==> src/rtl/regfile_8x16.sv <==
// regfile_8x16 -- general-purpose register file for the 16-bit RISC-V core.
//
// Eight DATA_W-bit architectural registers. r0 has no storage: it always
// reads zero and writes to it are dropped. The register file has two
// combinational read ports and one clocked write port.
//
// Ports:
//   CLK    in   rising-edge clock
//   RST_N  in   synchronous active-low reset; clears r1..r7 and overrides WE
//   WE     in   write enable
//   WA     in   [ADDR_W-1:0] write address
//   WD     in   [DATA_W-1:0] write data
//   RA1    in   [ADDR_W-1:0] read address, port 1
//   RA2    in   [ADDR_W-1:0] read address, port 2
//   RD1    out  [DATA_W-1:0] read data, port 1 (combinational)
//   RD2    out  [DATA_W-1:0] read data, port 2 (combinational)
//
// Optional feature, macro REGFILE_BYPASS_EN:
//   When defined, a write that is in flight forwards WD to any read port
//   that addresses the same register in the same cycle. This lets
//   write-back and decode overlap without a stall. The bypass is
//   suppressed while reset is asserted and never applies to r0.
//   When not defined, the read ports see stored state only.

// One storage word: a write-enabled register with a synchronous clear.
// The clear has priority over the enable.
module regfile_word #(
  parameter int W = 16
) (
  input  logic         clk,
  input  logic         rst_n,
  input  logic         en,
  input  logic [W-1:0] d,
  output logic [W-1:0] q
);
  always_ff @(posedge clk) begin
    if (!rst_n)  q <= '0;
    else if (en) q <= d;
  end
endmodule

module regfile_8x16 #(
  parameter int DATA_W = 16,
  parameter int ADDR_W = 3
) (
  input  logic              CLK,
  input  logic              RST_N,
  input  logic              WE,
  input  logic [ADDR_W-1:0] WA,
  input  logic [DATA_W-1:0] WD,
  input  logic [ADDR_W-1:0] RA1,
  input  logic [ADDR_W-1:0] RA2,
  output logic [DATA_W-1:0] RD1,
  output logic [DATA_W-1:0] RD2
);
  localparam int NUM_REGS = 2**ADDR_W;

  // Entry 0 is a constant zero, so a plain index lookup gives the r0 rule.
  logic [NUM_REGS-1:0][DATA_W-1:0] regs;

  assign regs[0] = '0;

  // Each word loads only when its own address is selected with WE high.
  // WA==0 matches no word, so writes to r0 are dropped. Words whose
  // address is not selected never see WD, even when WD is X.
  for (genvar i = 1; i < NUM_REGS; i++) begin : g_word
    regfile_word #(.W(DATA_W)) u_word (
      .clk   (CLK),
      .rst_n (RST_N),
      .en    (WE && (WA == ADDR_W'(i))),
      .d     (WD),
      .q     (regs[i])
    );
  end

`ifdef REGFILE_BYPASS_EN
  // A matching nonzero WA implies a nonzero RAx, so r0 still reads zero.
  logic wr_live;
  logic byp1, byp2;

  assign wr_live = WE && RST_N && (WA != '0);
  assign byp1    = wr_live && (RA1 == WA);
  assign byp2    = wr_live && (RA2 == WA);
  assign RD1     = byp1 ? WD : regs[RA1];
  assign RD2     = byp2 ? WD : regs[RA2];
`else
  assign RD1 = regs[RA1];
  assign RD2 = regs[RA2];
`endif

endmodule
==> config.mk <==
export PLATFORM = sky130hd
export DESIGN_NAME = regfile_8x16
export DESIGN_NICKNAME = d
export VERILOG_FILES = /design/src/rtl/regfile_8x16.sv
export SDC_FILE = /design/constraint.sdc
export NUM_CORES = 1
export LEC_CHECK = 0
export ABC_AREA = 1
export CAP_MARGIN = 15
export CORE_ASPECT_RATIO = 1.25
export CORE_MARGIN = 5
export CORE_UTILIZATION = 55
export CTS_BUF_LIST = sky130_fd_sc_hd__clkbuf_4
export CTS_CLUSTER_DIAMETER = 120
export CTS_CLUSTER_SIZE = 20
export DETAILED_ROUTE_END_ITERATION = 10
export PLACE_DENSITY = 0.89
export SYNTH_ARGS = -nofsm -noshare
export SYNTH_HDL_FRONTEND = slang
export SYNTH_SLANG_ARGS = --single-unit
==> constraint.sdc <==
create_clock -name CLK -period 1.7 [get_ports CLK]
set_input_delay 0.34 -clock CLK [delete_from_list [all_inputs] [get_ports CLK]]
set_output_delay 0.34 -clock CLK [all_outputs]
set_load 0.1 [all_outputs]
==> impl_metrics.ini <==
[timing]
tightest_slew_ps = 679.8
setup_violations = 32
period_needed_ps = 1980
fin_crit_sh = 1.164
rsz0062_at_grt = yes
relSlewSlack = 0.5463
hold_viol_final = 0
max_freq_mhz = 505.1
drv_slew = 0
setup_slack_ps = -279.6
fin_skew_ps = 0

[grt]
overflow = 0
grt_max_degree = 50
grt.total_usage = 0.3490
antenna_found_initial = 0
grt_pass1_vias = 7929
grt_pass1_wl_mm = 39.36

[critical_path]
critPathCaptureType = output port
r2r-start = g_word[4].u_word.q[2]$_SDFFE_PN0P_
worstPathArrival_ps = 1640
ff2ff_path_depth = 6
path_class = reg2out
startpoint = g_word[5].u_word.q[13]$_SDFFE_PN0P_
worstSetupStartpointType = register
critPathMaxFanout = 2
required_ps = 1360

[floorplanning]
rows = 45
io_pins = 60
die_area_um2 = 14580
die-height_um = 133.8
die_w_um = 109.0
core_region_area_um2 = 12110
initial_core_util = 0.5568

[layout]
nets = 1295
top_register = g_word.u_word.q
nFillCells = 839
stdcell_count = 1436
area_growth_pct = 37.55
top_regs = g_word.u_word.q x112
diodes = 0
largest_register_ffs = 112
drive_gt1_frac = 0.3561

[yosys]
synthTopCellsByArea = dfxtp_1, nand2_1, nor2_1
synth-seq-cells = 112
yosysMostFrequentCell = nand2_1
synth.largest_area_cell = dfxtp_1
synthesis.area_um2 = 6740
syn_area_per_cell_um2 = 5.575
synth_top_area_frac = 0.3327
synth_nets = 1237
async_reset_ff_frac = 0
ys_warn_count = 0
ys.flop_type = dfxtp_1
synth_edf_count = 0
netlist_instances = 1209
ys_types = 19
ys_seq_area_frac = 0.3327
synthTopCellsByCount = nand2_1, nor2_1, inv_1

[hold_path]
whs_path_depth = 3
worstHoldStart = RST_N
hp-class = in2reg

[outcome]
status = complete, but fails checks
violations = negative setup slack

[routing]
avgViaCountPerCell = 5.896
drtAntennaViolNets = 0
wirelength_mm = 26.55
drt_iter0_drc = 1092
drc_errors = 0
dr.pass1.iters = 8
wl_per_cell_um = 18.49
vias = 8466

[run]
drv_cap = 0

[pwr]
powerDensity_nw_per_um2 = 702.4
p_total_mw = 6.512
ir_worst_vdd_mv = 0.4935
leakage_nw = 4.483

[clock_network]
cts_sinks = 112
htree_levels = 3
clk_pin_slew_ps = 200
clock_latency_ps = 520
cts_tree = built
cts_root_buffer = clkbuf_4
cts_inserted_buffers = 9
cts_buffer_depth = 2

[place]
pre_cts_slack_ps = -310.2
place.port_buffers = 59
dp_hpwl_mm = 16.22
dp.cells = 1409
gp_congestion = 0.9669
==> cell type report <==
class,count,area [µm²],area share
multi-input combinational,879,4277,0.4613
tap,164,205.2,0.02213
sequential,112,2354,0.2538
inverter,144,560.5,0.06046
clock buffer,9,67.56,0.007287
clock inverter,7,98.84,0.01066
timing repair buffer,121,1709,0.1843
==> worst max-delay path, cell delays in order (launching register included) <==
cell and delay [ps]:
dfxtp_2 370, inv_2 90, nand2_1 80, nand3_1 130
nand2_1 110, nand2_2 100, nand2_4 60, buf_12 160
==> worst paths after layout <==
check / to / slack, ps
setup reg to reg: g_word[4].u_word.q[2]$_SDFFE_PN0P_ / 760
setup / recovery: RD2[13] / -280
hold / removal: g_word[3].u_word.q[2]$_SDFFE_PN0P_ / 230
hold reg to reg: g_word[2].u_word.q[0]$_SDFFE_PN0P_ / 500
==> layer usage <==
metal	vias up	wire length (µm)	global-route usage
met1	3717	8457	0.3959
met4	0	3046	0.3011
met5	-	0	0
met2	711	11820	0.5389
met3	264	3231	0.08618
li1	3774	-	-
==> cell usage in the layout, fill, tap and decap left out, types with 3 or more instances in the layout <==
cell type        instances
dfxtp_2                 77
o21ai_0                 63
nand3_1                 99
clkinv_8                 3
inv_4                    7
inv_1                   65
clkbuf_4                 9
inv_2                   70
inv_8                    3
buf_12                  56
buf_4                   35
nand3_2                 29
nor2_1                 211
dfxtp_4                  4
clkdlybuf4s50_1         21
dfxtp_1                 31
nand2_1                310
nand2_4                 32
nand2_2                114
buf_2                    3
nand4_1                 16
==> through the flow <==
| step | area, µm² | util | hold WS [ps] | TNS (ps) |
|---|---|---|---|---|
| floorplan | 6980 | - | 454.0 | 0 |
| global placement | 8426 | 0.6960 | 462.7 | -9883 |
| detailed placement | 8426 | 0.6960 | 470.7 | -11560 |
| CTS | 8890 | 0.7344 | 208.1 | -4281 |
| global route | 9271 | 0.7659 | 230.4 | -7520 |
| finish | 9271 | 0.7659 | 231.8 | -5175 |
==> power breakdown <==
part / total (mW) / internal, mW / switching, mW / leakage (nW)
sequential: 2.79 / 2.73 / 0.0640 / 0.949
clock: 1.49 / 0.387 / 1.10 / 0.0875
combinational: 2.23 / 0.779 / 1.45 / 3.45
total: 6.51 / 3.89 / 2.62 / 4.48
==> cells by family after synthesis <==
family,synth area share
simple gates,0.4890
buf+inv,0.1309
flops,0.3327
compound gates,0.04752
==> timing repair <==
action	4_1_cts	5_1_grt
setup endpoints to repair	32	32
cloned	2	0
buffers inserted	1	8
hold buffers	0	0
resized for setup	180	131
pin swaps	81	88
Note: power is estimated with default switching activity, not from simulation.
